**src/rtl/serial_link_arb_pkg.sv**
```systemverilog
// Shared types, default widths and round-robin helper for serial_link_arbiter.
// Grant counters are built only when SERIAL_LINK_ARB_STATS_EN is defined.
package serial_link_arb_pkg;
    localparam int unsigned NUM_REQ_DEF    = 4;
    localparam int unsigned DATA_WIDTH_DEF = 8;
    localparam int unsigned MAX_REQ        = 32;
    localparam int unsigned MAX_IDX_W      = $clog2(MAX_REQ);
    localparam int unsigned REQ_IDX_W      = $clog2(NUM_REQ_DEF);
    localparam int unsigned BIT_CNT_W      = $clog2(DATA_WIDTH_DEF) + 1;

    typedef enum logic [1:0] {
        IDLE  = 2'd0,
        SHIFT = 2'd1,
        GAP   = 2'd2
    } state_e;

    // First valid index strictly after ptr (wrapping); returns ptr when nothing is valid.
    function automatic int unsigned rr_next(input logic [MAX_REQ-1:0] valid,
                                            input int unsigned        ptr,
                                            input int unsigned        num);
        logic [MAX_IDX_W-1:0] idx;
        rr_next = ptr;
        for (int unsigned k = num; k >= 1; k--) begin
            idx = MAX_IDX_W'((ptr + k) % num);
            if (valid[idx]) rr_next = 32'(idx);
        end
    endfunction
endpackage

```
**src/rtl/serial_link_arbiter_rr_picker.sv**
```systemverilog
// Combinational round-robin picker: lowest-priority slot is the one at ptr.
module rr_picker
    import serial_link_arb_pkg::*;
#(
    parameter int unsigned NUM_REQ = NUM_REQ_DEF
) (
    input  logic [NUM_REQ-1:0]         valid,
    input  logic [$clog2(NUM_REQ)-1:0] ptr,
    output logic [NUM_REQ-1:0]         grant_c,
    output logic [$clog2(NUM_REQ)-1:0] index_c,
    output logic                       any_c
);
    localparam int unsigned IDX_W = $clog2(NUM_REQ);

    logic [MAX_REQ-1:0] valid_ext;
    int unsigned        win;

    always_comb begin
        valid_ext = MAX_REQ'(valid);
        win       = rr_next(valid_ext, 32'(ptr), NUM_REQ);
        any_c     = |valid;
        index_c   = IDX_W'(win);
        grant_c   = any_c ? (NUM_REQ'(1) << index_c) : '0;
    end
endmodule

```
**src/rtl/serial_link_arbiter.sv**
```systemverilog
// Round-robin scheduler serialising one requester word per grant, MSB-first, onto a shared lane.
// Define SERIAL_LINK_ARB_STATS_EN to build saturating per-requester grant counters.
module serial_link_arbiter
    import serial_link_arb_pkg::*;
#(
    parameter int unsigned NUM_REQ    = NUM_REQ_DEF,
    parameter int unsigned DATA_WIDTH = DATA_WIDTH_DEF,
    parameter int unsigned GAP_CYCLES = 1,
    parameter int unsigned CNT_WIDTH  = 16
) (
    input  logic                          clk_i,
    input  logic                          rst_i,
    input  logic [NUM_REQ-1:0]            req_valid_i,
    input  logic [NUM_REQ*DATA_WIDTH-1:0] req_data_i,
    output logic [NUM_REQ-1:0]            req_ready_o,
    input  logic                          link_ready_i,
    output logic                          serial_out_o,
    output logic                          enable_o,
    output logic                          start_o,
    output logic                          busy_o,
    output logic [$clog2(NUM_REQ)-1:0]    grant_id_o,
    output logic [NUM_REQ*CNT_WIDTH-1:0]  grant_cnt_o
);
    localparam int unsigned IDX_W     = $clog2(NUM_REQ);
    localparam int unsigned BCNT_W    = $clog2(DATA_WIDTH) + 1;
    localparam int unsigned GAP_CNT_W = (GAP_CYCLES > 1) ? $clog2(GAP_CYCLES) : 1;

    state_e                state_q, state_d;
    logic [DATA_WIDTH-1:0] shreg_q, shreg_d;
    logic [BCNT_W-1:0]     bit_cnt_q, bit_cnt_d;
    logic [GAP_CNT_W-1:0]  gap_cnt_q, gap_cnt_d;
    logic [IDX_W-1:0]      ptr_q, ptr_d;
    logic [IDX_W-1:0]      grant_id_q, grant_id_d;

    logic [NUM_REQ-1:0]    pick_grant;
    logic [IDX_W-1:0]      pick_idx;
    logic                  pick_any;

    rr_picker #(.NUM_REQ(NUM_REQ)) u_picker (
        .valid   (req_valid_i),
        .ptr     (ptr_q),
        .grant_c (pick_grant),
        .index_c (pick_idx),
        .any_c   (pick_any)
    );

    // Pointer resets to the last slot so requester 0 wins the first arbitration.
    always_ff @(posedge clk_i or posedge rst_i) begin
        if (rst_i) begin
            state_q    <= IDLE;
            shreg_q    <= '0;
            bit_cnt_q  <= '0;
            gap_cnt_q  <= '0;
            ptr_q      <= IDX_W'(NUM_REQ - 1);
            grant_id_q <= '0;
        end else begin
            state_q    <= state_d;
            shreg_q    <= shreg_d;
            bit_cnt_q  <= bit_cnt_d;
            gap_cnt_q  <= gap_cnt_d;
            ptr_q      <= ptr_d;
            grant_id_q <= grant_id_d;
        end
    end

    always_comb begin
        state_d      = state_q;
        shreg_d      = shreg_q;
        bit_cnt_d    = bit_cnt_q;
        gap_cnt_d    = gap_cnt_q;
        ptr_d        = ptr_q;
        grant_id_d   = grant_id_q;
        serial_out_o = 1'b0;
        enable_o     = 1'b0;
        start_o      = 1'b0;
        busy_o       = 1'b0;

        case (state_q)
            IDLE: begin
                if (pick_any) begin
                    shreg_d    = req_data_i[32'(pick_idx)*DATA_WIDTH +: DATA_WIDTH];
                    bit_cnt_d  = '0;
                    ptr_d      = pick_idx;
                    grant_id_d = pick_idx;
                    state_d    = SHIFT;
                end
            end
            SHIFT: begin
                busy_o       = 1'b1;
                serial_out_o = shreg_q[DATA_WIDTH-1];
                start_o      = (bit_cnt_q == '0);
                enable_o     = link_ready_i;
                if (link_ready_i) begin
                    shreg_d   = shreg_q << 1;
                    bit_cnt_d = bit_cnt_q + BCNT_W'(1);
                    if (bit_cnt_q == BCNT_W'(DATA_WIDTH - 1)) begin
                        bit_cnt_d = '0;
                        gap_cnt_d = '0;
                        state_d   = (GAP_CYCLES > 0) ? GAP : IDLE;
                    end
                end
            end
            GAP: begin
                busy_o    = 1'b1;
                gap_cnt_d = gap_cnt_q + GAP_CNT_W'(1);
                if (gap_cnt_q == GAP_CNT_W'(GAP_CYCLES - 1)) state_d = IDLE;
            end
            default: state_d = IDLE;
        endcase
    end

    // Accept pulse is held off while reset is asserted so every output reads 0 in reset.
    assign req_ready_o = (state_q == IDLE && !rst_i) ? pick_grant : '0;
    assign grant_id_o  = grant_id_q;

`ifdef SERIAL_LINK_ARB_STATS_EN
    for (genvar g = 0; g < NUM_REQ; g++) begin : g_cnt
        logic [CNT_WIDTH-1:0] cnt_q;
        always_ff @(posedge clk_i or posedge rst_i) begin
            if (rst_i) begin
                cnt_q <= '0;
            end else if (req_ready_o[g] && (cnt_q != '1)) begin
                cnt_q <= cnt_q + CNT_WIDTH'(1);
            end
        end
        assign grant_cnt_o[g*CNT_WIDTH +: CNT_WIDTH] = cnt_q;
    end
`else
    assign grant_cnt_o = '0;
`endif
endmodule

```
**config.mk**
```make
export PLATFORM = sky130hd
export DESIGN_NAME = serial_link_arbiter
export DESIGN_NICKNAME = d
export VERILOG_FILES = /design/src/rtl/serial_link_arb_pkg.sv /design/src/rtl/serial_link_arbiter_rr_picker.sv /design/src/rtl/serial_link_arbiter.sv
export SDC_FILE = /design/constraint.sdc
export NUM_CORES = 1
export LEC_CHECK = 0
export BUFFER_PORTS_ARGS = -buffer_cell sky130_fd_sc_hd__buf_2
export CORE_ASPECT_RATIO = 0.5
export CORE_UTILIZATION = 40
export CTS_BUF_LIST = sky130_fd_sc_hd__clkbuf_2
export CTS_CLUSTER_SIZE = 8
export DETAILED_ROUTE_END_ITERATION = 10
export PLACE_DENSITY = 0.74
export REMOVE_ABC_BUFFERS = 1
export SYNTH_ARGS = -nofsm -noshare
export SYNTH_HDL_FRONTEND = slang
export SYNTH_SLANG_ARGS = --single-unit
export TNS_END_PERCENT = 50
```
**constraint.sdc**
```tcl
create_clock -name clk_i -period 2.4 [get_ports clk_i]
set_input_delay 0.36 -clock clk_i [delete_from_list [all_inputs] [get_ports clk_i]]
set_output_delay 0.36 -clock clk_i [all_outputs]
set_load 0.02 [all_outputs]
```
=== Yosys cells after proc, flatten, opt, wreduce, memory -nomap -nowiden ===
Index checks and enable logic that the tools add are counted.

* Register bits after elaboration: 19
* Bits of input ports: 39
* Word-level logic and storage cells: 70
* Output and inout bits: 74

* Shift operators: 2
* Add/subtract/negate cells: 6
* Mux-type cells: 33
* Reductions and logical operators: 12
* Equality and inequality tests: 7
* Order comparisons: 4

{| class="wikitable"
|+ Operators with widths
! operator !! number
|-
| $shiftx 32x6->8 || 1
|-
| $lt 2x6->1 const B || 4
|-
| $mux 4 || 5
|-
| $mux 2 || 8
|-
| $mux 8 || 2
|-
| $pmux 8 s2 || 1
|-
| $mux 1 || 10
|-
| $bmux 1 s2 || 4
|-
| $ne 2x2->1 const B || 4
|-
| $pmux 4 s2 || 1
|-
| $pmux 2 s3 || 1
|-
| $reduce_and 3->1 || 2
|-
| $add 2x1->2 const B || 2
|-
| $add 2x2->2 const B || 2
|-
| $add 4x1->4 const B || 1
|-
| $eq 4x3->1 const B || 1
|-
| $logic_not 4->1 || 1
|-
| $reduce_and 4->1 || 1
|-
| $reduce_bool 2->1 || 2
|-
| $reduce_or 4->1 || 1
|-
| $shl 1x2->4 const A || 1
|-
| $eq 2x1->1 const B || 1
|-
| $eq 2x2->1 const B || 1
|-
| $logic_not 2->1 || 1
|-
| 6 further kinds || 6
|}

=== Logic depth before layout (Yosys ltp) ===
Gate-level depths: netlist of run 1.

* Word-level depth: 10
* Gate-level depth with buffers: 9
* Depth with buffers taken out: 7

=== Modules after synthesis ===
A second synthesis of run 1 with hierarchy kept.

* Cells, all modules: 200
* Area total of the unflattened synthesis: 1853.0 µm²

{| class="wikitable"
|+ By module, submodules not included
! module !! cells an instance !! seq. area each (µm²) !! area an instance (µm²) !! times used
|-
| serial_link_arbiter || 169 || 478.0 || 1677.9 || 1
|-
| rr_picker || 31 || 0.0 || 175.2 || 1
|}

=== Least setup slack after synthesis of run 1 ===
OpenSTA, ideal clock, no wires.

* Path kind: register -> output
* Start: register ptr_q[0]
* End: output req_ready_o[0]
* Setup slack: -0.114 ns
* Cell stages (with the launch flop): 7
* Data required time: 2.040 ns
* Buffers on the path: 2
* Arrival time: 2.154 ns
* Cell sequence: dfstp_2 > nor2b_1 > o21ba_1 > buf_2 > or3_1 > clkbuf_1 > nor4_1

* Longest elaborated chain between the ends: 10
* Elaborated cells on any way between the ends: 19
* Classes of those cells: add/sub (4); shift (1); mux (14)

{| class="wikitable"
|+ Ends and longest elaborated chain
! item !! RTL line !! source
|-
| from (decl) || serial_link_arbiter.sv:32 || <nowiki>logic [IDX_W-1:0] ptr_q, ptr_d;</nowiki>
|-
| from (signal assigned) || serial_link_arbiter.sv:54 || <nowiki>ptr_q <= IDX_W'(NUM_REQ - 1);</nowiki>
|-
| from (signal assigned) || serial_link_arbiter.sv:61 || <nowiki>ptr_q <= ptr_d;</nowiki>
|-
| $add 2x1->2 || serial_link_arb_pkg.sv:24 || <nowiki>idx = MAX_IDX_W'((ptr + k) % num);</nowiki>
|-
| $bmux 1 s2 || serial_link_arb_pkg.sv:25 || <nowiki>if (valid[idx]) rr_next = 32'(idx);</nowiki>
|-
| $mux 1 (implied by the code) || serial_link_arb_pkg.sv:25 ||
|-
| $mux 2 (3 in series) || serial_link_arb_pkg.sv:25 ||
|-
| $mux 2 * || serial_link_arb_pkg.sv:25 ||
|-
| $shl 1x2->4 * || serial_link_arbiter_rr_picker.sv:23 || <nowiki>grant_c = any_c ? (NUM_REQ'(1) << index_c) : '0;</nowiki>
|-
| $mux 4 * || serial_link_arbiter_rr_picker.sv:23 ||
|-
| $mux 4 * || serial_link_arbiter.sv:113 || <nowiki>assign req_ready_o = (state_q == IDLE && !rst_i) ? pick_grant : '0;</nowiki>
|-
| to (decl) || serial_link_arbiter.sv:15 || <nowiki>output logic [NUM_REQ-1:0] req_ready_o,</nowiki>
|}

Every way passes the cells marked *; elsewhere a longest branch is shown, timed or not. The select of a mux whose other input is x is not followed.

=== Final worst setup path of run 1 ===
* Start: register ptr_q[0]
* End: output req_ready_o[2]

The elaborated chain is that of the path after synthesis.

==> results.yml, run 1 <==
floorplanning:
  io_pins: 113
  start_util_pct: 43.2
  die-height_um: 51.6
  core_um2: 4550
  design.die.area_um2: 5220
  dieWidth_um: 101
  num_rows: 17
min_path:
  min_path_type: "input pin to asynchronous set/reset pin"
setup_path:
  arrival_ns: 2.08
  crit_chain: "nor2b_2 > o21ba_1 > or3_4 > nor4_4 > buf_4"
  cp-end-kind: "output pin"
  cp.required_ns: 2.04
  crit_buf_inv: 1
  cp_max_fo: 5
  worst-setup-path-type: "flip-flop to output pin"
  max_stage_delay_ns: 0.62
  start_kind: "flip-flop"
  crit_family: "simple AND/OR/NAND/NOR gates"
  cp_slowest_cell: "dfstp_2"
sta:
  rsz0062_at_grt: "yes"
  layout_min_cycle_time_ns: 2.44
  slew_headroom_pct: 48.1
  skew_ns: 0.0196
  min_period_over_period_pct: 102
  setup_viol: 2
  tightest_slew_ns: 0.778
  fmax_mhz: 410
  setup_ws_ns: -0.0396
  slew_viol_final: 0
  fin_hold_ws_ns: 0.210
  hold_viol: 0
finish:
  n_antenna_cell: 0
  drive_gt1_share_pct: 26.3
  design_area_um2: 2140
  fin_cells: 359
  syn2layout_area_growth_pct: 8.65
  layout.nets: 339
synth:
  syn_area_per_cell_um2: 7.93
  synthArstFlopShare_pct: 100
  syn_inst: 248
  ys_warn_count: 0
  ys_seq_elements: 19
  synth_edf_count: 0
  synth_area_leader_cell: "buf_4"
  synth_common_cells: "buf_4 (65), nand2_1 (31), dfrtp_1 (17)"
  ys.flop_type: "dfrtp_1"
  synth.most_common_cell: "buf_4"
  syn_area_um2: 1970
  ys_types: 40
  synth_top_area_share_pct: 24.8
  seq_area_frac_synth_pct: 24.3
  synthTopCellsByArea: "buf_4 (25%), dfrtp_1 (22%), nand2_1 (5.9%), a211oi_1 (5.3%), ha_1 (3.8%)"
place:
  dp.cells: 355
  place_ws_ns: 0.285
  portBuffers: 48
  place_hpwl_um: 3080
  placed_area_um2: 2040
  gp_congestion: 0.860
global_routing:
  grt_overflow_total: 0
  antenna_found_initial: 0
  grt_pass1_vias: 1532
  grt_pass1_wl_um: 6620
  grt_use_total_pct: 16.0
  grt_max_degree: 27
power:
  combinationalPowerShare_pct: 69.3
  p_int_w: 0.00113
  ir_drop_v: 0.000369
  sequentialPowerShare_pct: 24.4
  p_total_w: 0.00240
  p_leak_nw: 1.04
  p_clk_share_pct: 6.3
  p_sw_w: 0.00127
  cellPowerDensity_nw_per_um2: 1120
  swShare_pct: 53.1
clocking:
  cts-root-buf: "clkbuf_2"
  cts-htree-levels: 1
  clk-insertion-delay-late_ns: 0.34
  clockBufferDepth: 2
  cts_buffers: 3
  post_cts_buffers: 0
  clk_pin_slew_worst_paths_ns: 0.21
  cts_tree: "yes"
  cts.sinks: 19
detailed_routing:
  wl_per_cell_um: 11.9
  drt.antenna.violating_nets: 0
  drtPass1Iterations: 4
  routed_wl_um: 4280
  num_vias: 1774
  viasPerCell: 4.94
  drt_iter0_markers: 129
  drt_drc_violations_left: 0
job:
  drv_cap: 0
run_status:
  status: "finished with violations"
  violations: "setup timing"
==> logic make-up after synthesis <==
family	Yosys count	synth area share, %
compound gates	54	20.4
flops	19	24.3
simple gates	82	20.9
fa+ha+maj	6	3.82
mux	3	1.65
other cells	1	0.191
buf+inv	83	28.8
==> cell type report <==
class                           instances  area [um^2]
Multi-Input combinational cell        209         1230
Fill cell                             422         2410
Sequential cell                        19          478
Clock inverter                          1         5.00
Clock buffer                            3         15.0
Inverter                                6         22.5
Timing Repair Buffer                   55          300
Tap cell                               66         82.6
==> worst register-to-register path: stages (launching register included) <==
cell and delay, ns:
dfrtp_1 0.44, inv_1 0.13, ha_1 0.29, mux2i_1 0.15, a21oi_4 0.13, or3b_1 0.51, a2111oi_4 0.35, a211oi_1 0.08
==> state kept, by name, indices dropped and copies added (netlist names) <==
| register | flops |
|---|---|
| shreg_q | 8 |
| bit_cnt_q | 4 |
| grant_id_o | 2 |
| ptr_q | 2 |
| state_q | 2 |
| gap_cnt_q | 1 |
==> stage by stage <==
step                      util [%]  setup TNS (ns)
final                         46.9         -0.0504
after global routing          46.9          -0.210
after CTS                     45.3        -0.00895
after detailed placement      44.7               0
after global placement        44.7               0
after floorplan                  -           -1.14
==> cells in the final DEF (no fill, tap or decap), types with 5 or more instances in the layout <==
master,n
a211oi_1,14
a21oi_1,6
a31oi_1,7
and2_1,5
buf_2,45
buf_4,10
conb_1,64
dfrtp_1,17
ha_1,6
inv_1,6
nand2_1,31
nand3_1,5
nor2_1,13
nor4_1,8
o21ai_0,8
o31ai_1,8
==> repair_timing <==
action	CTS	global route
hold buffers	0	0
gates resized for setup	2	14
gates cloned	0	0
setup endpoints to repair	2	4
pin swaps	1	1
==> routing by layer <==
metal  GRT usage, %  vias to the layer above  part of all wire, %
li1               -                      832                    -
met1           18.3                      853                   41
met2           30.7                       82                   52
met3           3.09                        7                  5.7
met4           5.07                        0                 0.68
met5              0                        -                    0
==> path summary, 6_finish.rpt <==
path	slack (ns)	cells after the start	end	from
worst max-delay path	-0.04	5	req_ready_o[2]	ptr_q[0]$_DFFE_PP1P_
worst min-delay path	0.21	2	shreg_q[3]$_DFFE_PP0P_	rst_i
worst max register to register	0.20	7	shreg_q[6]$_DFFE_PP0P_	state_q[0]$_DFFE_PP0P_
worst min register to register	0.51	1	gap_cnt_q$_DFFE_PP0P_	gap_cnt_q$_DFFE_PP0P_
max in group asynchronous	1.69	2	shreg_q[6]$_DFFE_PP0P_	rst_i
min in group clk_i	0.34	3	shreg_q[6]$_DFFE_PP0P_	req_data_i[30]
==> power by group through the flow <==
stage | Combinational [W] | Clock, W | Sequential (W)
final | 0.00167 | 0.000150 | 0.000586
after global routing | 0.00184 | 0.000170 | 0.000602
after CTS | 0.00156 | 0.000156 | 0.000580
after detailed placement | 0.00155 | 0 | 0.000585
after global placement | 0.00150 | 0 | 0.000575
after floorplan | 0.00112 | 0 | 0.000579
Note: power is estimated with default switching activity, not from simulation.
==> inputs of run 2 (changes only) <==
--- a/config.mk
+++ b/config.mk
@@ -13,6 +13,7 @@
 export DETAILED_ROUTE_END_ITERATION = 10
 export PLACE_DENSITY = 0.74
 export REMOVE_ABC_BUFFERS = 1
+export SETUP_SLACK_MARGIN = 0.15
 export SYNTH_ARGS = -nofsm -noshare
 export SYNTH_HDL_FRONTEND = slang
 export SYNTH_SLANG_ARGS = --single-unit
==> run 2 against run 1 <==
Effect of this change: the flow still finishes with violations (setup timing); non-clock buffer count is 1 higher; register-to-register slack better by 0.12 ns; clock skew is 0.0040 ns lower; utilization is 0.74 points higher; first-iteration DRC count is 19% higher; clock-buffer cell count stayed put; cell count is 0.28% higher; wire length is 3.1% higher; clock power hardly changed; critical path type unchanged.
==> results.yml, run 2 (synthesized netlist as in run 1, its figures left out) <==
run_status:
  status: "finished with violations"
  violations: "setup timing"
detailed_routing:
  viasPerCell: 4.95
  wl_per_cell_um: 12.3
  drtPass1Iterations: 4
  num_vias: 1783
  drt.antenna.violating_nets: 0
  drt_drc_violations_left: 0
  drt_iter0_markers: 153
  routed_wl_um: 4420
global_routing:
  grt_use_total_pct: 16.1
  grt_pass1_vias: 1538
  antenna_found_initial: 0
  grt_pass1_wl_um: 6630
  grt_max_degree: 27
  grt_overflow_total: 0
sta:
  rsz0062_at_grt: "yes"
  skew_ns: 0.0156
  setup_ws_ns: -0.00767
  setup_viol: 1
  fmax_mhz: 415
  layout_min_cycle_time_ns: 2.41
  hold_viol: 0
  slew_headroom_pct: 47.1
  tightest_slew_ns: 0.792
  timing.setup.tns_ns: -0.00767
  slew_viol_final: 0
  min_period_over_period_pct: 100
finish:
  drive_gt1_share_pct: 27.9
  layout.nets: 340
  n_antenna_cell: 0
  largest_reg_flops: 8
  regMostFlops: "shreg_q"
  syn2layout_area_growth_pct: 10.4
  final_common_cell: "conb_1"
  post-route-util_pct: 47.7
  fin_cells: 360
  final_cell_mix: "conb_1 (64), buf_2 (45), nand2_1 (31)"
  top_regs: "shreg_q x8, bit_cnt_q x4"
min_path:
  min_path_type: "input pin to asynchronous set/reset pin"
clocking:
  clk-insertion-delay-late_ns: 0.33
  cts-htree-levels: 1
  cts.sinks: 19
  cts_buffers: 3
  clk_pin_slew_worst_paths_ns: 0.20
  cts-root-buf: "clkbuf_2"
  ctsHoldBuffers: 0
  clockBufferDepth: 2
  cts_tree: "yes"
floorplanning:
  io_pins: 113
  dieWidth_um: 101
  start_util_pct: 43.2
  die-height_um: 51.6
  core_um2: 4550
  design.die.area_um2: 5220
  num_rows: 17
place:
  dp.cells: 355
  gp_congestion: 0.860
  portBuffers: 48
  place_hpwl_um: 3080
setup_path:
  arrival_ns: 2.05
  cp.required_ns: 2.04
  worst-setup-path-type: "flip-flop to output pin"
  start_kind: "flip-flop"
  cp-end-kind: "output pin"
  cp_max_fo: 5
job:
  drv_cap: 0
power:
  p_leak_nw: 1.05
  cellPowerDensity_nw_per_um2: 1140
  ir_drop_v: 0.000415
==> run 2: where the power goes <==
part / switching [W] / internal [W] / total (W)
Sequential: 0.000109 / 0.000478 / 0.000587
Clock: 0.000109 / 0.0000377 / 0.000147
Combinational: 0.00107 / 0.000660 / 0.00173
Total: 0.00129 / 0.00118 / 0.00247
==> run 2: path summary, 6_finish.rpt <==
kind | slack (ns) | endpoint | from | cells after the start
setup / recovery | -0.008 | req_ready_o[0] | ptr_q[0]$_DFFE_PP1P_ | 5
hold / removal | 0.23 | state_q[1]$_DFFE_PP0P_ | rst_i | 2
setup reg to reg | 0.32 | shreg_q[0]$_DFFE_PP0P_ | ptr_q[0]$_DFFE_PP1P_ | 6
hold reg to reg | 0.51 | gap_cnt_q$_DFFE_PP0P_ | gap_cnt_q$_DFFE_PP0P_ | 1
max in group asynchronous | 1.67 | shreg_q[6]$_DFFE_PP0P_ | rst_i | 2
min in group clk_i | 0.35 | shreg_q[6]$_DFFE_PP0P_ | req_data_i[30] | 3
==> run 2: per-stage QoR <==
step | hold WS, ns | total power, W | setup slack, ns | area, um^2
6_report | 0.230 | 0.00247 | -0.00767 | 2170
3_5_place_dp | 0.481 | 0.00213 | 0.285 | 2040
2_1_floorplan | 0.310 | 0.00169 | -0.255 | 1660
5_1_grt | 0.246 | 0.00268 | -0.0864 | 2170
4_1_cts | 0.172 | 0.00229 | -0.0151 | 2060
3_3_place_gp | 0.466 | 0.00208 | 0.350 | 2040
==> run 2: metal layers <==
| layer | share of wire [%] | vias to the layer above | global-route usage [%] |
|---|---|---|---|
| li1 | - | 833 | - |
| met1 | 39 | 843 | 18.3 |
| met2 | 53 | 105 | 30.6 |
| met3 | 7.7 | 2 | 3.09 |
| met4 | 0.18 | 0 | 5.31 |
| met5 | 0 | - | 0 |
==> run 2: area by class of cell <==
class,count,area [um^2]
multi-input combinational,209,1250
sequential,19,478
clock inverter,1,5.00
inverter,6,22.5
clock buffer,3,15.0
fill,419,2380
tap,66,82.6
timing repair buffer,56,319
==> run 2: repair_timing <==
action | 4_1_cts | 5_1_grt
buffers inserted | 0 | 1
resized for setup | 1 | 23
setup endpoints to repair | 4 | 6
hold endpoints to repair | 0 | 0
pin swaps | 0 | 6
==> run 2: worst max-delay path, cell delays in order, from the launching register on <==
cell,delay [ns]
dfstp_2,0.63
nor2b_2,0.07
o21ba_1,0.19
or3_4,0.44
nor4_4,0.22
buf_4,0.18
==> inputs of run 3 (changes only) <==
--- a/config.mk
+++ b/config.mk
@@ -11,10 +11,12 @@
 export CTS_BUF_LIST = sky130_fd_sc_hd__clkbuf_2
 export CTS_CLUSTER_SIZE = 8
 export DETAILED_ROUTE_END_ITERATION = 10
-export PLACE_DENSITY = 0.74
+export PLACE_DENSITY = 0.75
+export RECOVER_POWER = 50
 export REMOVE_ABC_BUFFERS = 1
 export SETUP_SLACK_MARGIN = 0.15
 export SYNTH_ARGS = -nofsm -noshare
 export SYNTH_HDL_FRONTEND = slang
+export SYNTH_HIERARCHICAL = 1
 export SYNTH_SLANG_ARGS = --single-unit
 export TNS_END_PERCENT = 50
==> run 3 against run 2 <==
Effect of this change: the run ends with DRC left; first-iteration DRC count is 49% lower; synthesized cell count fell by 19%; clock power down 3%; non-clock buffer count down 2; combinational power shrank 18%; setup slack improved by 0.25 ns; largest cell class unchanged; highest routed layer unchanged.
==> results.yml, run 3 <==
finish:
  top_regs: "shreg_q x8, bit_cnt_q x4"
  final_common_cell: "conb_1"
  final_cell_mix: "conb_1 (64), buf_2 (45), dfrtp_1 (17)"
  drive_gt1_share_pct: 30.3
  regMostFlops: "shreg_q"
  layout.nets: 298
  syn2layout_area_growth_pct: 7.43
  n_antenna_cell: 0
  largest_reg_flops: 8
  post-route-util_pct: 45.0
setup_path:
  start_kind: "flip-flop"
  arrival_ns: 2.40
  cp-end-kind: "flip-flop"
  cp.required_ns: 2.64
  worst-setup-path-type: "flip-flop to flip-flop"
  cp_max_fo: 4
synth:
  syn_inst: 200
  syn_area_um2: 1850
  synth_edf_count: 0
  synth_area_leader_cell: "buf_4"
  synth_top_area_share_pct: 26.3
  synth_common_cells: "buf_4 (65), dfrtp_1 (17), nand2_1 (10)"
  ys_types: 38
  ys_warn_count: 6
  seq_area_frac_synth_pct: 25.8
  synth.most_common_cell: "buf_4"
  ys_seq_elements: 19
  synthArstFlopShare_pct: 100
  syn_area_per_cell_um2: 9.27
  ys.flop_type: "dfrtp_1"
  synthTopCellsByArea: "buf_4 (26%), dfrtp_1 (23%), mux4_2 (8.5%), ha_1 (4.7%), a221o_1 (3.8%)"
clocking:
  ctsHoldBuffers: 0
  clk-insertion-delay-late_ns: 0.33
  cts_tree: "yes"
  cts_buffers: 3
  cts-root-buf: "clkbuf_2"
  cts.sinks: 19
  cts-htree-levels: 1
  clockBufferDepth: 2
  clk_pin_slew_worst_paths_ns: 0.19
global_routing:
  grt_max_degree: 20
  grt_pass1_wl_um: 5820
  grt_overflow_total: 0
  antenna_found_initial: 0
  grt_use_total_pct: 15.0
  grt_pass1_vias: 1263
sta:
  hold_viol: 0
  min_period_over_period_pct: 90.0
  slew_headroom_pct: 52.0
  rsz0062_at_grt: "yes"
  layout_min_cycle_time_ns: 2.16
  slew_viol_final: 0
  timing.setup.tns_ns: 0
  tightest_slew_ns: 0.719
  setup_viol: 0
  fmax_mhz: 463
  skew_ns: 0.0129
detailed_routing:
  wl_per_cell_um: 11.9
  drtPass1Iterations: 8
  viasPerCell: 4.84
  dr_wl_met2_um: 1870
  wl_met3_um: 194
  num_vias: 1491
  drt.antenna.violating_nets: 0
  routed_wl_um: 3650
  drt_drc_violations_left: 9
  top_layer_used: "met4"
  drt_iter0_markers: 78
  drt-met1-wl_um: 1480
power:
  ir_drop_v: 0.000351
  p_sw_w: 0.000986
  p_leak_nw: 1.08
  swShare_pct: 46.5
  p_clk_share_pct: 6.7
  sequentialPowerShare_pct: 26.8
  combinationalPowerShare_pct: 66.5
  cellPowerDensity_nw_per_um2: 1060
  p_int_w: 0.00113
floorplanning:
  design.die.area_um2: 4930
  core_um2: 4420
  die-height_um: 50.1
  dieWidth_um: 98.3
  start_util_pct: 41.9
  io_pins: 113
  num_rows: 17
run_status:
  status: "finished with violations"
  violations: "DRC"
place:
  gp_congestion: 0.835
  place_hpwl_um: 2660
  portBuffers: 48
job:
  drv_cap: 0
min_path:
  min_path_type: "input pin to asynchronous set/reset pin"
## run 3: what timing repair did
item / 4_1_cts / 5_1_grt
hold endpoints to repair: 0 / 0
endpoints found under the setup margin: 8 / 13
resized for setup: 5 / 3
setup buffers: 1 / 1
cloned: 1 / 0
## run 3: final timing paths
kind	start	end	slack [ns]	cells after the start
max in group asynchronous	rst_i	state_q[1]$_DFFE_PP0P_	1.84	2
worst min-delay path	rst_i	shreg_q[6]$_DFFE_PP0P_	0.10	2
worst max-delay path	ptr_q[0]$_DFFE_PP1P_	shreg_q[4]$_DFFE_PP0P_	0.24	4
min in group clk_i	req_data_i[24]	shreg_q[0]$_DFFE_PP0P_	0.43	3
worst max register to register	ptr_q[0]$_DFFE_PP1P_	shreg_q[4]$_DFFE_PP0P_	0.24	4
worst min register to register	grant_id_o[1]$_DFFE_PP0P_	grant_id_o[1]$_DFFE_PP0P_	0.51	1
## run 3: power groups by stage
stage	clock network, W	registers (W)	logic, W
after floorplan	0	0.000581	0.000963
after global placement	0	0.000570	0.00126
after detailed placement	0	0.000579	0.00131
after CTS	0.000140	0.000570	0.00138
after global routing	0.000160	0.000588	0.00153
final	0.000143	0.000568	0.00141
## run 3: kinds of logic (layout without fill, tap and decap cells)
| logic type | after synthesis | after routing | synth area share, % |
|---|---|---|---|
| flip-flops | 19 | 19 | 25.8 |
| AND/OR/NAND/NOR | 53 | 53 | 15.8 |
| other | 1 | 64 | 0.202 |
| adder cells (fa/ha/maj) | 7 | 7 | 4.73 |
| multiplexers | 9 | 9 | 10.5 |
| AO/OA/AOI/OAI | 33 | 34 | 13.4 |
| buffers and inverters | 78 | 65 | 29.5 |
## run 3: per-stage QoR
| stage | power [W] | hold slack, ns | worst slack (ns) | instances | area (um^2) |
|---|---|---|---|---|---|
| 2_1_floorplan | 0.00154 | 0.310 | -0.444 | 192 | 1570 |
| 3_3_place_gp | 0.00183 | 0.460 | -0.0508 | 301 | 1920 |
| 3_5_place_dp | 0.00189 | 0.468 | -0.139 | 301 | 1920 |
| 4_1_cts | 0.00209 | 0.157 | 0.178 | 307 | 1980 |
| 5_1_grt | 0.00228 | 0.151 | 0.139 | 308 | 1990 |
| 6_report | 0.00212 | 0.103 | 0.239 | 308 | 1990 |
## run 3: worst max-delay path: stages, from the launching register on
cell and delay [ns]:
dfstp_2 0.57, inv_1 0.08, o311ai_2 0.52, mux4_2 0.58
a221o_1 0.33
## run 3: cell type report
| class | count | area, um^2 |
|---|---|---|
| Fill cell | 419 | 2430 |
| Multi-Input combinational cell | 167 | 1110 |
| Sequential cell | 19 | 478 |
| Timing Repair Buffer | 54 | 282 |
| Tap cell | 57 | 71.3 |
| Inverter | 7 | 26.3 |
| Clock buffer | 3 | 15.0 |
| Clock inverter | 1 | 5.00 |
## run 3: per-layer routing
layer | track usage (%) | up-vias
met5 | 0 | -
met4 | 8.46 | 0
met3 | 1.95 | 11
met2 | 27.7 | 71
met1 | 17.1 | 730
li1 | - | 679
